===== config.mk =====
export PLATFORM = sky130hd
export DESIGN_NAME = counter_run_ctrl
export DESIGN_NICKNAME = d
export VERILOG_FILES = /design/src/rtl/counter_run_ctrl.sv
export SDC_FILE = /design/constraint.sdc
export NUM_CORES = 1
export LEC_CHECK = 0
export ABC_CLOCK_PERIOD_IN_PS = 3200
export BUFFER_PORTS_ARGS = -buffer_cell sky130_fd_sc_hd__buf_2
export CORE_ASPECT_RATIO = 0.6
export CORE_MARGIN = 8
export CORE_UTILIZATION = 45
export CTS_CLUSTER_DIAMETER = 60
export CTS_CLUSTER_SIZE = 8
export DETAILED_ROUTE_END_ITERATION = 12
export PLACE_DENSITY_LB_ADDON = 0.3
export SYNTH_ARGS = -nofsm -noshare
export SYNTH_HDL_FRONTEND = slang
export SYNTH_SLANG_ARGS = --single-unit

===== constraint.sdc =====
create_clock -name clk -period 3.2 [get_ports clk]
set_input_delay 0.16 -clock clk [delete_from_list [all_inputs] [get_ports clk]]
set_output_delay 0.16 -clock clk [all_outputs]
set_load 0.05 [all_outputs]

===== src/rtl/counter_run_ctrl.sv =====
// counter_run_ctrl
// Run controller for a CNT_W-bit wrapping counter with enable and
// synchronous clear. One accepted start clears the counter, then enables it
// for exactly cfg_wraps*2^CNT_W + cfg_final cycles. The counter is left
// holding the final value and done pulses once. An abort via stop ends the
// run early and pulses done together with err.
//
// Ports
//   clk, resetn        clock, asynchronous active-low reset
//   start              run request, only looked at in IDLE
//   stop               abort request, only looked at in CLEAR/RUN
//   pause              level, suspends counting while in RUN
//   cfg_wraps/final    run length, latched on an accepted start
//   cnt_in, cout_in    counter value and carry (carry = cnt_in all-ones)
//   cnt_en, cnt_clr    counter enable (combinational) and clear
//   busy, done, err    status; done/err are one-cycle pulses
//   wraps_seen         full wraps counted in the current/last run
module counter_run_ctrl #(
    parameter int CNT_W  = 4,
    parameter int WRAP_W = 8
) (
    input  logic              clk,
    input  logic              resetn,
    input  logic              start,
    input  logic              stop,
    input  logic              pause,
    input  logic [WRAP_W-1:0] cfg_wraps,
    input  logic [CNT_W-1:0]  cfg_final,
    input  logic [CNT_W-1:0]  cnt_in,
    input  logic              cout_in,
    output logic              cnt_en,
    output logic              cnt_clr,
    output logic              busy,
    output logic              done,
    output logic              err,
    output logic [WRAP_W-1:0] wraps_seen
);

    typedef enum logic [2:0] {
        S_IDLE, S_CLEAR, S_RUN, S_DONE, S_ABORT
    } state_t;

    typedef struct packed {
        logic [WRAP_W-1:0] wraps;
        logic [CNT_W-1:0]  fin;
    } tgt_t;

    state_t state;
    tgt_t   tgt;
    logic   at_target;

    // The run is complete once both the wrap tally and the live counter
    // value match the latched target. This also stops the enable, so the
    // tally can never overshoot tgt.wraps.
    assign at_target = (wraps_seen == tgt.wraps) && (cnt_in == tgt.fin);

    // Enable must respond in the same cycle the target is reached, so it
    // is decoded combinationally instead of registered.
    assign cnt_en = (state == S_RUN) && !pause && !at_target;

    always_ff @(posedge clk or negedge resetn) begin
        if (!resetn) begin
            state      <= S_IDLE;
            tgt        <= '0;
            wraps_seen <= '0;
            cnt_clr    <= 1'b0;
            busy       <= 1'b0;
            done       <= 1'b0;
            err        <= 1'b0;
        end else begin
            // Pulses default low; set only on the edge entering their state.
            cnt_clr <= 1'b0;
            done    <= 1'b0;
            err     <= 1'b0;
            case (state)
                S_IDLE: begin
                    if (start) begin
                        tgt.wraps <= cfg_wraps;
                        tgt.fin   <= cfg_final;
                        cnt_clr   <= 1'b1;
                        busy      <= 1'b1;
                        state     <= S_CLEAR;
                    end
                end
                S_CLEAR: begin
                    wraps_seen <= '0;
                    if (stop) begin
                        done  <= 1'b1;
                        err   <= 1'b1;
                        state <= S_ABORT;
                    end else begin
                        state <= S_RUN;
                    end
                end
                S_RUN: begin
                    // A carry only counts when the counter actually advances.
                    if (cnt_en && cout_in)
                        wraps_seen <= wraps_seen + 1'b1;
                    // Completion takes priority over a same-cycle stop.
                    if (at_target) begin
                        done  <= 1'b1;
                        state <= S_DONE;
                    end else if (stop) begin
                        done  <= 1'b1;
                        err   <= 1'b1;
                        state <= S_ABORT;
                    end
                end
                S_DONE, S_ABORT: begin
                    busy  <= 1'b0;
                    state <= S_IDLE;
                end
                default: begin
                    busy  <= 1'b0;
                    state <= S_IDLE;
                end
            endcase
        end
    end

endmodule


==> results.py, run 1 <==
metrics = {
    "critical_path": {
        "crit_start": "wraps_seen[6]$_DFFE_PN0P_",
        "critPathRequiredTime_ps": 3040,
        "cp_cell_sequence": "xnor2_1 -> nand4_1 -> nor3_4 -> nor3_1 -> buf_2",
        "cp_num_buf_inv": 1,
        "cp_slowest_cell": "nor3_4",
        "worstReg2RegStart": "state[1]$_DFFE_PN0P_",
        "cp-start-kind": "register",
        "worstPathArrival_ps": 1990,
        "crit_fanout": 14,
        "cp_num_cells": 5,
        "worstSetupPathType": "register to primary output",
        "reg2reg_depth": 3,
        "cp_top_family": "simple AND/OR/NAND/NOR gates",
        "cp-end-kind": "primary output",
        "critPathMaxStageDelay_ps": 570,
    },
    "synth": {
        "synth_top_area_share_pct": 51.1,
        "seq_area_frac_synth_pct": 51.1,
        "synth-edff-count": 0,
        "yosysMostFrequentCell": "dfrtp_1",
        "ys_seq_elements": 27,
        "synth_commonest_cells": "27 x dfrtp_1, 12 x mux2_2, 12 x nand2_1, 12 x xnor2_1, 7 x mux2i_1",
        "synthArstFlopShare_pct": 100,
        "dominantRegCellSynth": "dfrtp_1",
        "syn_inst": 109,
        "yosysWarningCount": 0,
        "syn_nets": 132,
        "synth_area_sq_um": 1320,
        "synth.distinct_cells": 28,
        "postSynthAreaPerCell_sq_um": 12.1,
        "ys_top_cells_by_area": "dfrtp_1 51%, mux2_2 10%, xnor2_1 8.0%, mux2i_1 5.3%, nand2_1 3.4%",
        "synth_top_cell_by_area": "dfrtp_1",
    },
    "sta": {
        "skew_ps": 7.55,
        "hold-worst-slack_ps": 105,
        "tightest_slew_ps": 990,
        "hold_viol": 0,
        "min_period_over_period_pct": 67.2,
        "period_minus_slack_ps": 2150,
        "finalSetupViolations": 0,
        "slew_headroom_pct": 33.6,
        "rsz0062_at_grt": "false",
        "slew_violations": 0,
        "fin_setup_tns_ps": 0,
        "fmax_mhz": 465,
    },
    "routing": {
        "drc": 0,
        "routed_wl_um": 2810,
        "drt-wirelength-per-cell_um": 15.0,
        "firstDrtPassIters": 4,
        "post_drt_via_cell_ratio": 5.01,
        "ant_nets": 0,
        "drt_iter0_markers": 33,
        "vias": 937,
    },
    "global_route": {
        "grt_overflow_total": 0,
        "antenna_found_initial": 0,
        "grt_pass1_wl_um": 4870,
        "grt_max_degree": 28,
        "track_usage_pct": 12.6,
        "grt_pass1_vias": 1015,
    },
    "die": {
        "die_w_um": 86.0,
        "core-area_sq_um": 2830,
        "fp.dieArea_sq_um": 4980,
        "io_pins": 35,
        "die_h_um": 58.0,
        "row_count": 15,
        "start_util_pct": 46.6,
    },
    "placed_design": {
        "placed_area_sq_um": 1520,
        "dp_cells": 182,
        "numPortBuffers": 34,
        "dpl.hpwl_um": 2170,
        "gp_congestion": 0.845,
    },
    "clock_tree": {
        "clock_latency_ps": 280,
        "clkTransAtPathRegs_ps": 100,
        "cts_made_buffers": 3,
        "cts_max_path_buffers": 2,
        "tritoncts": "built",
        "cts_setup_buffers": 0,
        "h-tree-depth": 1,
        "cts-root-buf": "clkbuf_8",
        "clkSinkCount": 27,
    },
    "status": {
        "outcome": "finished clean",
    },
    "cells_and_area": {
        "nNetsFinal": 169,
        "num-fill-cells": 262,
        "diodes": 0,
        "final_cells": 187,
        "drive_above_1_share_pct": 41.4,
        "design_area_sq_um": 1580,
        "synthToLayoutAreaGrowth_pct": 19.8,
    },
    "worst_hold_path": {
        "hp-class": "primary input to register",
        "hold_start": "cfg_wraps[3]",
        "hold_depth": 2,
    },
    "pwr": {
        "p_leak_uw": 0.000721,
        "ir_drop_v": 0.000416,
        "p_per_area_nw_per_um2": 760,
        "p_total_uw": 1200,
    },
    "job": {
        "max-cap-violations": 0,
    },
}
cell type report:
| type | count | area (sq um) | share of cell area, % |
|---|---|---|---|
| repair buffers | 35 | 180 | 11.4 |
| clock buffers | 3 | 41.3 | 2.61 |
| flip-flops and latches | 27 | 676 | 42.7 |
| well taps | 42 | 52.6 | 3.32 |
| multi-input cells | 78 | 622 | 39.3 |
| inverters | 1 | 3.75 | 0.237 |
| clock inverters | 1 | 7.51 | 0.474 |
final timing paths:
path                                              to  slack [ps]
setup / recovery                              cnt_en        1050
hold / removal                    tgt[7]$_DFFE_PN0P_         100
setup reg to reg                  tgt[9]$_DFFE_PN0P_        1310
hold reg to reg            wraps_seen[7]$_DFFE_PN0P_         530
max in group asynchronous  wraps_seen[4]$_DFFE_PN0P_        2390
min in group asynchronous         tgt[9]$_DFFE_PN0P_         410
registers in the layout, summed over array words and instances (netlist names):
register	flops
cnt_clr	1
wraps_seen	8
done	1
state	3
err	1
busy	1
tgt	12
routing by layer:
layer	global-route usage (%)	vias to the layer above	routed length, um
met4	2.23	0	10
met3	6.20	2	216
li1	-	454	-
met2	19.1	24	1220
met5	0	-	0
met1	16.0	457	1360
worst reg2reg max path, stage by stage (launching register included):
cell      delay [ps]
dfrtp_1          410
nand2b_1         190
nor3_2           760
mux2_2           420
report_power, final:
group	switching (uW)	total, uW	internal [uW]	leakage, uW
Combinational	250	455	206	0.000358
Clock	111	199	88.4	0.0000217
Sequential	91.9	548	456	0.000341
metrics by stage:
stage               utilization, %  setup WS [ps]
finish                        55.8           1050
detailed placement            53.8           1330
global placement              53.8           1350
floorplan                        -            781
CTS                           55.8           1030
global route                  55.8            853
cells by family after synthesis:
family                     synth area share [%]
and+or+nand+nor                            18.9
DFF                                        51.1
muxes                                      15.5
xor gates and xnor gates                   7.95
AOI/OAI and AO/OA                          3.69
buffers and inverters                      1.80
adders and majority gates                 0.947
what timing repair did:
item | 4_1_cts | 5_1_grt
gates resized for setup | 0 | 0
hold buffers | 1 | 0
hold endpoints to repair | 27 | 0
layout by cell type (no fill, tap or decap), types with 2 or more instances in the layout:
| master | netlist | layout |
|---|---|---|
| nor3_2 | 3 | 3 |
| clkbuf_8 | 0 | 3 |
| mux2_2 | 12 | 12 |
| nand2_1 | 12 | 12 |
| nor3b_2 | 2 | 2 |
| buf_2 | 1 | 34 |
| xnor2_1 | 12 | 12 |
| nand3_1 | 4 | 4 |
| a22o_1 | 2 | 2 |
| dfrtp_1 | 27 | 27 |
| nor3_1 | 2 | 2 |
| mux2i_1 | 7 | 7 |
| nor2_1 | 4 | 4 |
| nand4_1 | 4 | 4 |
| o22ai_1 | 3 | 3 |
Note: power is estimated with default switching activity, not from simulation.
==> run 2: changes to the inputs <==
--- a/config.mk
+++ b/config.mk
@@ -5,7 +5,8 @@
 export SDC_FILE = /design/constraint.sdc
 export NUM_CORES = 1
 export LEC_CHECK = 0
-export ABC_CLOCK_PERIOD_IN_PS = 3200
+export ABC_AREA = 1
+export ABC_CLOCK_PERIOD_IN_PS = 2100
 export BUFFER_PORTS_ARGS = -buffer_cell sky130_fd_sc_hd__buf_2
 export CORE_ASPECT_RATIO = 0.6
 export CORE_MARGIN = 8
==> constraint.sdc (replaced) <==
create_clock -name clk -period 2.1 [get_ports clk]
set_input_delay 0.105 -clock clk [delete_from_list [all_inputs] [get_ports clk]]
set_output_delay 0.105 -clock clk [all_outputs]
set_load 0.05 [all_outputs]
==> run 2 against run 1 <==
Wire length is 12% higher. Combinational power rose by 110%. Clock power is 46% higher. Count of clock-buffer cells in the layout grew 1. Clock skew shrank 5.7 ps. Core utilization fell by 1.8 points. Design area increased by 8.6%. Critical path depth is 1 higher. Global-route usage hardly changed. Critical path type unchanged. Critical endpoint unchanged. Highest routed layer unchanged.
==> results.py, run 2 <==
metrics = {
    "status": {
        "outcome": "finished clean",
    },
    "global_route": {
        "grt_use_met1_pct": 18.5,
        "use_met2_pct": 17.3,
        "grt_max_degree": 28,
        "use_met3_pct": 4.39,
        "grt_pass1_vias": 1122,
        "track_usage_pct": 12.7,
        "busiest_layer": "met1",
        "grt_overflow_total": 0,
        "grt_pass1_wl_um": 5260,
        "antenna_found_initial": 0,
    },
    "critical_path": {
        "cp-end-kind": "primary output",
        "critPathRequiredTime_ps": 2000,
        "worstSetupPathType": "register to primary output",
        "cp-start-kind": "register",
        "crit_fanout": 11,
        "worstPathArrival_ps": 1730,
    },
    "placed_design": {
        "gp_congestion": 0.791,
        "dpl.hpwl_um": 2420,
        "numPortBuffers": 34,
    },
    "synth": {
        "syn_inst": 197,
        "syn_nets": 220,
        "ys_seq_elements": 27,
        "ys_top_cells_by_area": "dfrtp_1 46%, nand2_1 20%, inv_1 6.4%, nand3_1 3.8%, xnor2_1 3.0%",
        "synthArstFlopShare_pct": 100,
        "synth_top_area_share_pct": 46.2,
        "synth_top_cell_by_area": "dfrtp_1",
        "synth-edff-count": 0,
        "synth.distinct_cells": 20,
        "seq_area_frac_synth_pct": 46.2,
        "postSynthAreaPerCell_sq_um": 7.42,
        "yosysWarningCount": 0,
        "synth_commonest_cells": "76 x nand2_1, 27 x dfrtp_1, 25 x inv_1",
        "dominantRegCellSynth": "dfrtp_1",
        "yosysMostFrequentCell": "nand2_1",
        "synth_area_sq_um": 1460,
    },
    "pwr": {
        "p_comb_share_pct": 46.1,
        "p_sw_share_pct": 45.2,
        "p_leak_uw": 0.000931,
        "p_int_uw": 1120,
        "power.share.sequential_pct": 39.7,
        "p_switching_uw": 927,
        "p_per_area_nw_per_um2": 1190,
        "p_total_uw": 2050,
        "ir_drop_v": 0.000652,
        "p_clk_share_pct": 14.2,
    },
    "routing": {
        "drt-wirelength-per-cell_um": 11.3,
        "drt_iter0_markers": 72,
        "vias": 1260,
        "firstDrtPassIters": 4,
        "post_drt_via_cell_ratio": 4.53,
        "drc": 0,
        "ant_nets": 0,
        "routed_wl_um": 3140,
    },
    "job": {
        "max-cap-violations": 0,
    },
    "sta": {
        "hold-worst-slack_ps": 30.0,
        "skew_ps": 1.87,
        "fin_setup_tns_ps": 0,
        "finalSetupViolations": 0,
        "fmax_mhz": 546,
        "tightest_slew_ps": 582,
        "period_minus_slack_ps": 1830,
        "hold_viol": 0,
        "rsz0062_at_grt": "false",
        "slew_headroom_pct": 61.2,
        "min_period_over_period_pct": 87.2,
        "slew_violations": 0,
    },
    "cells_and_area": {
        "reg_top3": "tgt x12, wraps_seen x8, state x3",
        "synthToLayoutAreaGrowth_pct": 17.5,
        "largest_register": "tgt",
        "largest_reg_flops": 12,
        "final_common_cell": "nand2_1",
        "final_cell_mix": "76 x nand2_1, 34 x buf_2, 27 x dfrtp_1",
        "diodes": 0,
        "nNetsFinal": 257,
        "drive_above_1_share_pct": 21.0,
        "utilization_pct": 54.0,
    },
    "worst_hold_path": {
        "hp-class": "primary input to register",
    },
    "die": {
        "die_w_um": 89.6,
        "start_util_pct": 46.0,
        "io_pins": 35,
        "die_h_um": 60.2,
        "fp.dieArea_sq_um": 5390,
        "row_count": 16,
        "core-area_sq_um": 3180,
    },
    "clock_tree": {
        "clkTransAtPathRegs_ps": 90,
        "clkSinkCount": 27,
        "cts_max_path_buffers": 2,
        "cts-root-buf": "clkbuf_8",
        "tritoncts": "built",
        "cts_resized": 0,
        "cts_made_buffers": 3,
        "h-tree-depth": 1,
        "clock_latency_ps": 270,
    },
}
==> run 2: cell count changes in the layout (fill, tap and decap cells not counted), sizes merged, moves of 3 or more <==
cell,delta
nor3b,-3
nand3,+9
o22ai,-3
nand4,-5
nand2,+66
nor2,+10
xnor2,-7
mux2,-12
o21ai,+12
mux2i,-7
a21oi,+6
inv,+27
==> run 2: layout make-up <==
type / instances / area, sq um
Tap cell: 45 / 56.3
Timing Repair Buffer: 36 / 188
Inverter: 28 / 105
Multi-Input combinational cell: 138 / 649
Clock buffer: 4 / 45.0
Fill cell: 318 / 1460
Sequential cell: 27 / 676
==> run 2: final timing paths <==
kind	start	end	slack [ps]	cells after the start
max in group asynchronous	resetn	tgt[9]$_DFFE_PN0P_	1360	2
worst max-delay path	state[2]$_DFFE_PN0P_	cnt_en	270	6
worst min register to register	tgt[3]$_DFFE_PN0P_	tgt[3]$_DFFE_PN0P_	500	2
min in group asynchronous	resetn	wraps_seen[0]$_DFFE_PN0P_	360	2
worst min-delay path	cfg_final[3]	tgt[3]$_DFFE_PN0P_	30	3
worst max register to register	state[2]$_DFFE_PN0P_	wraps_seen[4]$_DFFE_PN0P_	530	7
==> run 2: per-stage QoR <==
stage	setup slack (ps)	area (sq um)	cells
CTS	272	1720	278
global placement	580	1660	273
finish	269	1720	278
global route	117	1720	278
floorplan	399	1460	197
detailed placement	567	1660	273
==> run 2: logic make-up (layout without fill, tap and decap cells) <==
group / count (synthesis) / count (layout) / synth area share, %
DFF: 27 / 27 / 46.2
and+or+nand+nor: 112 / 112 / 33.5
AOI/OAI and AO/OA: 20 / 20 / 7.01
adders and majority gates: 1 / 1 / 0.855
buffers and inverters: 32 / 68 / 9.41
xor gates and xnor gates: 5 / 5 / 2.99
==> run 2: repair_timing <==
item                      4_1_cts  5_1_grt
hold endpoints to repair       27        0
hold buffers                    1        0
setup buffers                   0        0
==> run 2: critical path, stage by stage (launching register included) <==
cell	delay, ps
dfrtp_1	400
nor2_1	110
nand2_1	250
nor2_1	290
nand2_1	90
inv_1	60
buf_2	250
==> run 2: routing by layer <==
| metal | vias to the layer above | wire length (um) |
|---|---|---|
| li1 | 683 | - |
| met1 | 546 | 1690 |
| met2 | 29 | 1250 |
| met3 | 2 | 194 |
| met4 | 0 | 9 |
| met5 | - | 0 |
==> run 2: power groups by stage <==
stage,logic [uW],registers [uW],clock network [uW]
after floorplan,623,955,0
after global placement,938,823,0
after detailed placement,947,824,0
after CTS,951,815,301
after global routing,1060,841,326
final,945,815,291
==> run 3: changes to the inputs <==
--- a/config.mk
+++ b/config.mk
@@ -6,7 +6,7 @@
 export NUM_CORES = 1
 export LEC_CHECK = 0
 export ABC_AREA = 1
-export ABC_CLOCK_PERIOD_IN_PS = 2100
+export ABC_CLOCK_PERIOD_IN_PS = 2400
 export BUFFER_PORTS_ARGS = -buffer_cell sky130_fd_sc_hd__buf_2
 export CORE_ASPECT_RATIO = 0.6
 export CORE_MARGIN = 8
==> constraint.sdc (replaced) <==
create_clock -name clk -period 2.4 [get_ports clk]
set_input_delay 0.12 -clock clk [delete_from_list [all_inputs] [get_ports clk]]
set_output_delay 0.12 -clock clk [all_outputs]
set_load 0.05 [all_outputs]
==> run 3 against run 2 <==
Design area about the same. Cell count unchanged. Clock skew grew 5.8 ps. Critical path type unchanged. Largest power group unchanged.
==> results.py, run 3 (synthesized netlist as in run 2, its figures left out) <==
metrics = {
    "status": {
        "outcome": "finished clean",
    },
    "routing": {
        "vias": 1292,
        "firstDrtPassIters": 4,
        "drt_iter0_markers": 99,
        "drt-wirelength-per-cell_um": 11.3,
        "drc": 0,
        "ant_nets": 0,
        "post_drt_via_cell_ratio": 4.65,
        "routed_wl_um": 3130,
    },
    "placed_design": {
        "dpl.hpwl_um": 2420,
        "gp_congestion": 0.790,
        "numPortBuffers": 34,
    },
    "global_route": {
        "grt_overflow_total": 0,
        "grt_pass1_vias": 1088,
        "track_usage_pct": 12.6,
        "antenna_found_initial": 0,
        "grt_pass1_wl_um": 5150,
        "grt_max_degree": 28,
    },
    "sta": {
        "tightest_slew_ps": 574,
        "hold_viol": 0,
        "hold-worst-slack_ps": 34.9,
        "finalSetupViolations": 0,
        "min_period_over_period_pct": 76.0,
        "fin_setup_tns_ps": 0,
        "period_minus_slack_ps": 1820,
        "slew_violations": 0,
        "rsz0062_at_grt": "false",
        "fmax_mhz": 548,
        "skew_ps": 7.66,
        "slew_headroom_pct": 61.7,
    },
    "cells_and_area": {
        "utilization_pct": 54.0,
        "synthToLayoutAreaGrowth_pct": 17.6,
        "largest_reg_flops": 12,
        "final_common_cell": "nand2_1",
        "largest_register": "tgt",
        "diodes": 0,
        "drive_above_1_share_pct": 21.5,
        "nNetsFinal": 257,
        "final_cell_mix": "76 x nand2_1, 34 x buf_2, 27 x dfrtp_1",
        "reg_top3": "tgt x12, wraps_seen x8, state x3",
    },
    "die": {
        "die_h_um": 60.2,
        "core-area_sq_um": 3180,
        "io_pins": 35,
        "die_w_um": 89.6,
        "fp.dieArea_sq_um": 5390,
        "row_count": 16,
        "start_util_pct": 46.0,
    },
    "pwr": {
        "p_leak_uw": 0.000934,
        "p_per_area_nw_per_um2": 1050,
        "ir_drop_v": 0.000559,
        "p_total_uw": 1800,
    },
    "critical_path": {
        "cp-start-kind": "register",
        "worstReg2RegStart": "state[2]$_DFFE_PN0P_",
        "cp-end-kind": "primary output",
        "r2r_slack_ps": 860,
        "critPathRequiredTime_ps": 2280,
        "worstPathArrival_ps": 1700,
        "crit_start": "state[2]$_DFFE_PN0P_",
        "worstSetupPathType": "register to primary output",
        "crit_fanout": 11,
    },
    "clock_tree": {
        "tritoncts": "built",
        "cts-root-buf": "clkbuf_8",
        "clkTransAtPathRegs_ps": 90,
        "clock_latency_ps": 280,
        "h-tree-depth": 1,
        "cts_max_path_buffers": 2,
        "cts_made_buffers": 3,
        "cts_resized": 0,
        "clkSinkCount": 27,
    },
    "worst_hold_path": {
        "hp-class": "primary input to register",
        "hold_start": "cfg_final[3]",
    },
    "job": {
        "max-cap-violations": 0,
    },
}
## run 3: per-layer routing
metal | wire (um) | up-vias | global-route usage [%]
met5 | 0 | - | 0
met4 | 23 | 0 | 2.82
met3 | 270 | 5 | 4.12
met2 | 1300 | 39 | 17.1
met1 | 1540 | 566 | 18.5
li1 | - | 682 | -
## run 3: repair_timing
item / in CTS / in global routing
setup buffers: 0 / 0
endpoints found under the hold margin: 27 / 0
hold buffers: 1 / 0
## run 3: path summary, 6_finish.rpt
| kind | endpoint | cells past startpoint |
|---|---|---|
| worst max-delay path | cnt_en | 6 |
| worst min-delay path | tgt[3]$_DFFE_PN0P_ | 3 |
| worst max register to register | wraps_seen[2]$_DFFE_PN0P_ | 7 |
| worst min register to register | tgt[8]$_DFFE_PN0P_ | 2 |
| max in group asynchronous | state[1]$_DFFE_PN0P_ | 2 |
| min in group asynchronous | wraps_seen[0]$_DFFE_PN0P_ | 2 |
## run 3: per-stage QoR
stage          setup slack, ps  cells  instance area (sq um)
4_1_cts                    558    278                   1720
3_3_place_gp               873    273                   1660
5_1_grt                    454    278                   1720
2_1_floorplan              699    197                   1460
3_5_place_dp               865    273                   1660
6_report                   576    278                   1720
## run 3: worst max-delay path, stage by stage, from the launching register on
cell and delay [ps]:
dfrtp_1 410, nor2_1 100, nand2_1 230, nor2_1 290, nand2_1 90, inv_1 60, buf_2 250
## run 3: cell type report
type	instances	area, sq um
multi-input combinational	138	649
fill	318	1460
tap	45	56.3
clock buffer	3	41.3
clock inverter	1	5.00
inverter	28	105
sequential	27	676
timing repair buffer	36	188
## run 3: power by group
| part | total [uW] | leakage [uW] | internal (uW) | switching, uW |
|---|---|---|---|---|
| Sequential | 712 | 0.000350 | 613 | 99.0 |
| Combinational | 828 | 0.000558 | 251 | 577 |
| Clock | 259 | 0.0000255 | 116 | 142 |
| Total | 1800 | 0.000934 | 981 | 819 |
